--- config.mk ---
export PLATFORM = sky130hd
export DESIGN_NAME = systolic_drain
export DESIGN_NICKNAME = d
export VERILOG_FILES = /design/src/rtl/systolic_drain.sv
export SDC_FILE = /design/constraint.sdc
export NUM_CORES = 1
export LEC_CHECK = 0
export ABC_AREA = 1
export BUFFER_PORTS_ARGS = -buffer_cell sky130_fd_sc_hd__buf_2
export CORE_MARGIN = 4
export CORE_UTILIZATION = 65
export DETAILED_ROUTE_END_ITERATION = 8
export GPL_TIMING_DRIVEN = 0
export PLACE_DENSITY = 0.84
export SLEW_MARGIN = 5
export SYNTH_ARGS = -nofsm -noshare
export SYNTH_HDL_FRONTEND = slang
export SYNTH_SLANG_ARGS = --single-unit
--- constraint.sdc ---
create_clock -name clk -period 16.6 [get_ports clk]
set_clock_uncertainty 0.1 [all_clocks]
set_input_delay 0 -clock clk [delete_from_list [all_inputs] [get_ports clk]]
set_output_delay 0 -clock clk [all_outputs]
set_load 0.01 [all_outputs]
--- src/rtl/systolic_drain.sv ---
// Output-side collector for the systolic array: re-aligns column-skewed
// result rows, tags the last row of a tile and buffers aligned rows in a
// FIFO behind a valid/ready handshake.
module systolic_drain #(
    parameter int COLS       = 4,
    parameter int PW         = 16,
    parameter int FIFO_DEPTH = 8,
    parameter int CNT_W      = 16
) (
    input  logic                      clk,
    input  logic                      rst,
    input  logic                      start,
    input  logic [CNT_W-1:0]          rows_per_tile,
    input  logic                      col_valid,
    input  logic [COLS-1:0][PW-1:0]   of_data,
    output logic                      o_valid,
    input  logic                      o_ready,
    output logic [COLS-1:0][PW-1:0]   o_data,
    output logic                      o_last,
    output logic                      busy,
    output logic                      done,
    output logic                      overflow
);
    localparam int AW   = $clog2(FIFO_DEPTH);
    localparam int TAPS = COLS - 1;
    localparam logic [CNT_W-1:0] CNT_ONE = CNT_W'(1);
    localparam logic [AW:0]      PTR_ONE = (AW + 1)'(1);

    typedef enum logic [1:0] {IDLE, ACTIVE, DRAIN} state_t;

    state_t                    state, state_nxt;
    logic [CNT_W-1:0]          cnt, n_rows;
    logic                      accept, row_last;
    logic [TAPS-1:0]           vld_p, last_p;
    logic [COLS-1:0][PW-1:0]   row_p;

    logic [AW:0]               wr_ptr, rd_ptr;
    logic [COLS-1:0][PW-1:0]   mem_data [FIFO_DEPTH];
    logic                      mem_last [FIFO_DEPTH];
    logic                      fifo_empty, fifo_full;
    logic                      push_req, push, pop, drop;

    assign accept   = (state == ACTIVE) && col_valid;
    assign row_last = (cnt == (n_rows - CNT_ONE));
    assign busy     = (state != IDLE);

    // State register
    always_ff @(posedge clk) begin
        if (rst) state <= IDLE;
        else     state <= state_nxt;
    end

    // Next-state logic and the done pulse on leaving DRAIN
    always_comb begin
        state_nxt = state;
        done      = 1'b0;
        case (state)
            IDLE:    if (start) state_nxt = ACTIVE;
            ACTIVE:  if (accept && row_last) state_nxt = DRAIN;
            DRAIN: begin
                if ((vld_p == '0) && fifo_empty) begin
                    state_nxt = IDLE;
                    done      = 1'b1;
                end
            end
            default: state_nxt = IDLE;
        endcase
    end

    // Tile length capture (zero rows treated as one) and accepted-row count
    always_ff @(posedge clk) begin
        if (rst) begin
            cnt    <= '0;
            n_rows <= '0;
        end else if ((state == IDLE) && start) begin
            cnt    <= '0;
            n_rows <= (rows_per_tile == '0) ? CNT_ONE : rows_per_tile;
        end else if (accept) begin
            cnt    <= cnt + CNT_ONE;
        end
    end

    // --- stage p0..p(COLS-2): valid/last tag follows the row across the skew
    always_ff @(posedge clk) begin
        if (rst) begin
            vld_p  <= '0;
            last_p <= '0;
        end else begin
            vld_p[0]  <= accept;
            last_p[0] <= accept && row_last;
            for (int k = 1; k < TAPS; k++) begin
                vld_p[k]  <= vld_p[k-1];
                last_p[k] <= last_p[k-1];
            end
        end
    end

    // Column j waits COLS-1-j cycles so all columns line up with the last one
    for (genvar j = 0; j < COLS; j++) begin : g_col
        if (j == COLS - 1) begin : g_direct
            assign row_p[j] = of_data[j];
        end else begin : g_dly
            logic signed [PW-1:0] line_p [COLS-1-j];
            // Free-running data delay line; validity is carried by vld_p
            always_ff @(posedge clk) begin
                line_p[0] <= of_data[j];
                for (int k = 1; k < COLS - 1 - j; k++) begin
                    line_p[k] <= line_p[k-1];
                end
            end
            assign row_p[j] = line_p[COLS-2-j];
        end
    end

    // --- FIFO: a full FIFO still accepts a push when a pop happens together
    assign fifo_empty = (wr_ptr == rd_ptr);
    assign fifo_full  = (wr_ptr[AW] != rd_ptr[AW]) &&
                        (wr_ptr[AW-1:0] == rd_ptr[AW-1:0]);
    assign push_req   = vld_p[TAPS-1];
    assign pop        = o_valid && o_ready;
    assign push       = push_req && (!fifo_full || pop);
    assign drop       = push_req && fifo_full && !pop;

    assign o_valid = !fifo_empty;
    assign o_data  = fifo_empty ? '0   : mem_data[rd_ptr[AW-1:0]];
    assign o_last  = fifo_empty ? 1'b0 : mem_last[rd_ptr[AW-1:0]];

    // FIFO read/write pointers
    always_ff @(posedge clk) begin
        if (rst) begin
            wr_ptr <= '0;
            rd_ptr <= '0;
        end else begin
            if (push) wr_ptr <= wr_ptr + PTR_ONE;
            if (pop)  rd_ptr <= rd_ptr + PTR_ONE;
        end
    end

    // FIFO storage; contents are only visible through the non-empty head
    always_ff @(posedge clk) begin
        if (push) begin
            mem_data[wr_ptr[AW-1:0]] <= row_p;
            mem_last[wr_ptr[AW-1:0]] <= last_p[TAPS-1];
        end
    end

    // Sticky drop flag, cleared when a new tile starts
    always_ff @(posedge clk) begin
        if (rst)                          overflow <= 1'b0;
        else if (drop)                    overflow <= 1'b1;
        else if ((state == IDLE) && start) overflow <= 1'b0;
    end
endmodule
* After elaboration in Yosys (flattened, before gate mapping)
Memory sizes are Yosys's and may differ from the RTL's. A register that Yosys moved wholly into a read port is not among the register bits.
Index checks and enable logic that the tools add are counted.
** Word-level totals
- Memories kept :: 5
- Register bits :: 49
- Input port bits :: 85
- Bits in writable memories :: 616
** Cells by class
- Equality and inequality tests :: 9
- Mux-type cells :: 17
- Reductions and logical operators :: 20
- Add/sub/neg operators :: 4
** Memory list
- mem_data :: words 8, bits a word 64, rd ports 1, clocked after memory_dff 1, write ports 1, RTL line 38 : logic [COLS-1:0][PW-1:0] mem_data [FIFO_DEPTH];
- g_col[0].g_dly.line_p :: words 3, bits a word 16, rd ports 3, clocked after memory_dff 0, write ports 3, RTL line 103 : logic signed [PW-1:0] line_p [COLS-1-j];
- g_col[1].g_dly.line_p :: words 2, bits a word 16, rd ports 2, clocked after memory_dff 0, write ports 2, RTL line 103
- g_col[2].g_dly.line_p :: words 1, bits a word 16, rd ports 1, clocked after memory_dff 0, write ports 1, RTL line 103
- mem_last :: words 8, bits a word 1, rd ports 1, clocked after memory_dff 1, write ports 1, RTL line 39 : logic mem_last [FIFO_DEPTH];
** Operator list (count)
- $mux 64 :: 1
- $add 16x1->16 const B :: 1
- $eq 16x16->1 :: 1
- $logic_not 16->1 :: 1
- $mux 16 :: 1
- $sub 16x1->16 const B :: 1
- $mux 3 :: 4
- $logic_and 1x1->1 :: 9
- $add 4x1->4 const B :: 2
- $mux 1 :: 7
- $mux 2 :: 3
- $pmux 2 s3 :: 1
- $eq 4x4->1 :: 1
- $ne 2x2->1 const B :: 2
- $reduce_bool 2->1 :: 2
- $eq 3x3->1 :: 1
- $logic_not 1->1 :: 3
- $logic_not 3->1 :: 1
- $reduce_and 3->1 :: 1
- $eq 2x1->1 const B :: 1
- $eq 2x2->1 const B :: 1
- $logic_not 2->1 :: 1
- $ne 2x1->1 const B :: 1
- $reduce_or 2->1 :: 1
- other kinds (2) :: 2

* Longest topological paths before layout
- Depth after elaboration :: 7
- Gate-level depth with buffers :: 14

* Worst setup path before layout
Ideal clock, no wire load.
- Path kind :: register to register
- Start :: register rd_ptr[0]
- End :: memory mem_data[6][0] in the netlist's numbering, enable pin
- Slack :: 10.439 ns
- Cell stages (with the launch flop) :: 10
- Data arrival time :: 5.492 ns
- Path buffers :: 0
- Clock period less this slack :: 6.161 ns
- Path through :: dfxtp_1 nand2_1 and2_1 nand3_1 nor2_1 nand2_1 nand2_1 inv_1 nand2_1 nor3_1
** On the way
- Longest elaborated chain between the ends :: 7
- Elaborated cells on any way between the ends :: 10
- Those cells by class :: eq/ne: 2; mux: 2; reduce/logical: 6
** RTL lines
- start: declaration :: RTL line 37 : logic [AW:0] wr_ptr, rd_ptr;
- start signal: assignment :: RTL line 135 : if (pop) rd_ptr <= rd_ptr + PTR_ONE;
- $eq 4x4->1 or $eq 3x3->1 (tied branches) :: RTL line 116, 118
- $logic_not 1->1 or $logic_and 1x1->1 (tied branches) :: RTL line 124, 117
- $logic_and 1x1->1 or $logic_not 1->1 (tied branches) :: RTL line 120, 121
- $logic_or 1x1->1 * :: RTL line 121 : assign push = push_req && (!fifo_full || pop);
- $logic_and 1x1->1 * :: RTL line 121
- $mux 1 * :: RTL line 141 : if (push) begin
- $mux 1 (not written as such) * :: RTL line 142 : mem_data[wr_ptr[AW-1:0]] <= row_p;
- end: declaration :: RTL line 38
Mark *: on every way between the ends. The rest lies on a longest branch, timed or not.

* Worst setup path in the final report
- Start :: register wr_ptr[0]
- End :: memory mem_data[2][34] in the netlist's numbering, enable pin
** On the way
- Longest elaborated chain between the ends :: 7
- Elaborated cells on any way between the ends :: 10
- Those cells by class :: eq/ne: 2; mux: 2; reduce/logical: 6
** RTL lines
- start: declaration :: RTL line 37
- start signal: assignment :: RTL line 134 : if (push) wr_ptr <= wr_ptr + PTR_ONE;
- $eq 4x4->1 or $eq 3x3->1 (tied branches) :: RTL line 116, 118
- $logic_not 1->1 or $logic_and 1x1->1 (tied branches) :: RTL line 124, 117
- $logic_and 1x1->1 or $logic_not 1->1 (tied branches) :: RTL line 120, 121
- $logic_or 1x1->1 :: RTL line 121
- $logic_and 1x1->1 :: RTL line 121
- $mux 1 :: RTL line 141
- $mux 1 (not written as such) :: RTL line 142
Several ways; a longest one is shown, not always the timed one.

==> results.cfg <==
[status]
status = complete, no violations

[cts]
cts_setup_buffers = 0
cts_num_sinks = 668
clk_latency_ps = 640
clock_path_buffers = 3
h-tree-depth = 2
clkTransAtPathRegs_ps = 70
root_buffer = clkbuf_16
cts_buffers = 61
cts_tree = done

[yosys]
async_reset_ff_share_pct = 0
ys_ff_latch = 668
synth_edf_count = 520
synth_cell_types = 38
ys_seq_area_share_pct = 74.6
syn_inst = 2003
yosys-top-cells-area = edfxtp_1 (63%), dfxtp_1 (12%), nor2_1 (6.5%), o21ai_0 (6.3%), a31oi_1 (1.7%)
synth_top_area_share_pct = 62.7
yosysTopAreaCell = edfxtp_1
ys_warn_count = 0
postSynthAreaPerCell_um2 = 12.4
synthFlopType = edfxtp_1
synth_area_um2 = 24900
synth_nets = 2092

[floorplanning]
io_pins = 154
die_y_um = 204
rows = 71
dieWidth_um = 204
core_area_um2 = 37800
initial_utilization_pct = 65.9
die-area_um2 = 41500

[placed_design]
dp_hpwl_um = 38800
portBuffers = 153
place_congestion = 0.896

[worst_hold_path]
min_from = rows_per_tile[14]
hp-class = input port to flip-flop

[cells_and_area]
syn2layout_area_growth_pct = 21.6
fin_nets = 2476
antenna_cells = 0
drive_above_1_share_pct = 15.0

[timing]
fin_crit_sh_pct = 20.2
hold_viol_final = 0
drv_slew = 0
fmax_mhz = 299
worst_pin_slew_ps = 924
fin_crit_ps = 3350
worst_slew_margin_rel_pct = 38.3
rsz0062_at_grt = false
setup_viol = 0
final.setup.tns_ps = 0

[pwr]
p_seq_share_pct = 48.7
comb_power_share_pct = 12.7
p_total_mw = 3.78
internal-power_mw = 2.82
powerDensity_nw_per_um2 = 125
p_clk_share_pct = 38.6
p_switching_mw = 0.964
switching_share_pct = 25.5
vdd_ir_drop_max_mv = 0.0972
leakagePower_nw = 10.9

[grt]
grt_max_degree = 28
grt_usage_pct = 30.9
grt_pass1_vias = 18000
grt_overflow = 0
antenna_found_initial = 0
grt_pass1_wl_um = 99700

[route]
drt_iter0_markers = 2477
dr_wl_met3_um = 7080
met2_length_um = 32300
drtAntennaViolNets = 0
drt_wl_total_um = 65000
vias_per_cell = 6.09
avgRoutedWirePerCell_um = 22.0
num_vias = 18000
drtPass1Iterations = 7
drc_errors = 0
wl_met1_um = 23100
top_layer = met4

[setup_path]
cp_num_buf_inv = 4
end_kind = flip-flop
critPathKind = flip-flop to flip-flop
crit_arrival_ps = 3560
cp_slowest_cell = nor2_4
cp_max_fo = 24
cp-start-kind = flip-flop
max_stage_delay_ps = 770
path_cells = inv_1, nand2_1, and2_1, nand3_1, nor2_1, nand2_1, nand2_1, inv_1, nand2_1, nor2_4, buf_12, buf_12
r2r-start = wr_ptr[0]
cp_common_cell = nand2_1
cp_top_family = simple AND/OR/NAND/NOR gates
crit_required_ps = 16820
crit_path_start = wr_ptr[0]

[run]
maxCapViolCount = 0
[flip-flops by register name (all words and copies together), names as in the netlist, named ones only]
name	count
vld_p	3
wr_ptr	4
state	2
rd_ptr	4
mem_last	8
n_rows	16
mem_data	512
g_col.g_dly.line_p	96
overflow	1
cnt	16
last_p	3
[cell usage in the layout, fill, tap and decap left out, types with 65 or more instances in the layout]
cell type	n
nor2_1	425
o21ai_0	312
edfxtp_1	520
clkbuf_1	78
o22ai_1	65
a31oi_1	66
dlygate4sd3_1	147
dfxtp_1	148
nand2_1	101
buf_2	179
[routing by layer]
metal / track usage, % / vias up
met1: 40.2 / 8599
li1: - / 7955
met5: 0 / -
met4: 13.1 / 0
met2: 51.9 / 1228
met3: 5.72 / 199
[power by group through the flow]
stage	logic, mW	clock network, mW	registers [mW]
finish	0.481	1.46	1.84
global route	0.523	1.54	1.84
CTS	0.468	1.46	1.84
detailed placement	0.435	0	1.88
global placement	0.419	0	1.87
floorplan	0.270	0	1.87
[Yosys cell counts (6+ instances only)]
cell type  count
a31oi_1       66
inv_2          7
o21ai_1       38
nor2_2         8
buf_4         10
nand2_1      101
clkbuf_1      66
nand3_1       41
o22ai_1       65
xor2_1         9
nand3_2        6
nor2_4         7
nand2_2        7
buf_2         26
edfxtp_1     520
inv_1         55
nor3_1         6
buf_1          9
a21oi_1       25
o21ai_0      312
nor2_1       432
nand4_1        7
dfxtp_1      148
[cell type report]
| cell class | instances | area (µm²) |
|---|---|---|
| fill | 2013 | 7480 |
| inverter | 63 | 239 |
| tap | 511 | 639 |
| clock buffer | 87 | 1800 |
| buffer | 112 | 498 |
| clock inverter | 29 | 314 |
| multi-input combinational | 1160 | 5640 |
| sequential | 668 | 18600 |
| timing repair buffer | 321 | 2570 |
[stage by stage]
step	util, %	hold WS (ps)	setup slack [ps]	area [µm²]	instances
after floorplan	-	-72.3	10440	24900	2003
after global placement	69.7	2.02	7030	26300	2667
after detailed placement	70.7	3.57	13510	26700	2688
after CTS	80.2	28.5	13360	30300	2951
after global routing	80.2	91.2	13140	30300	2951
final	80.2	70.3	13250	30300	2951
[path summary, 6_finish.rpt]
path / end / cells past startpoint / slack, ps
max: mem_data[2][34] / 12 / 13250
min: n_rows[14] / 4 / 70
max reg2reg: mem_data[2][34] / 12 / 13250
min reg2reg: g_col[1].g_dly.line_p[0][18] / 0 / 230
[logic make-up after synthesis]
family	Yosys count	share of synthesized area, %
and+or+nand+nor	631	10.7
buffers and inverters	175	2.96
xor gates and xnor gates	14	0.493
AOI/OAI and AO/OA	511	11.0
DFF	668	74.6
adders and majority gates	4	0.201
[worst register-to-register path: cells and delay by family (launching register included)]
| kind | cells | cell delay (ps) |
|---|---|---|
| buffers and inverters | 4 | 850 |
| and+or+nand+nor | 8 | 1700 |
| DFF | 1 | 360 |
[timing repair]
action / CTS / global route
endpoints found under the hold margin: 226 / 0
resized for setup: 0 / 0
endpoints found under the setup margin: 0 / 0
hold buffers: 147 / 0
(Power assumes the default switching activity.)
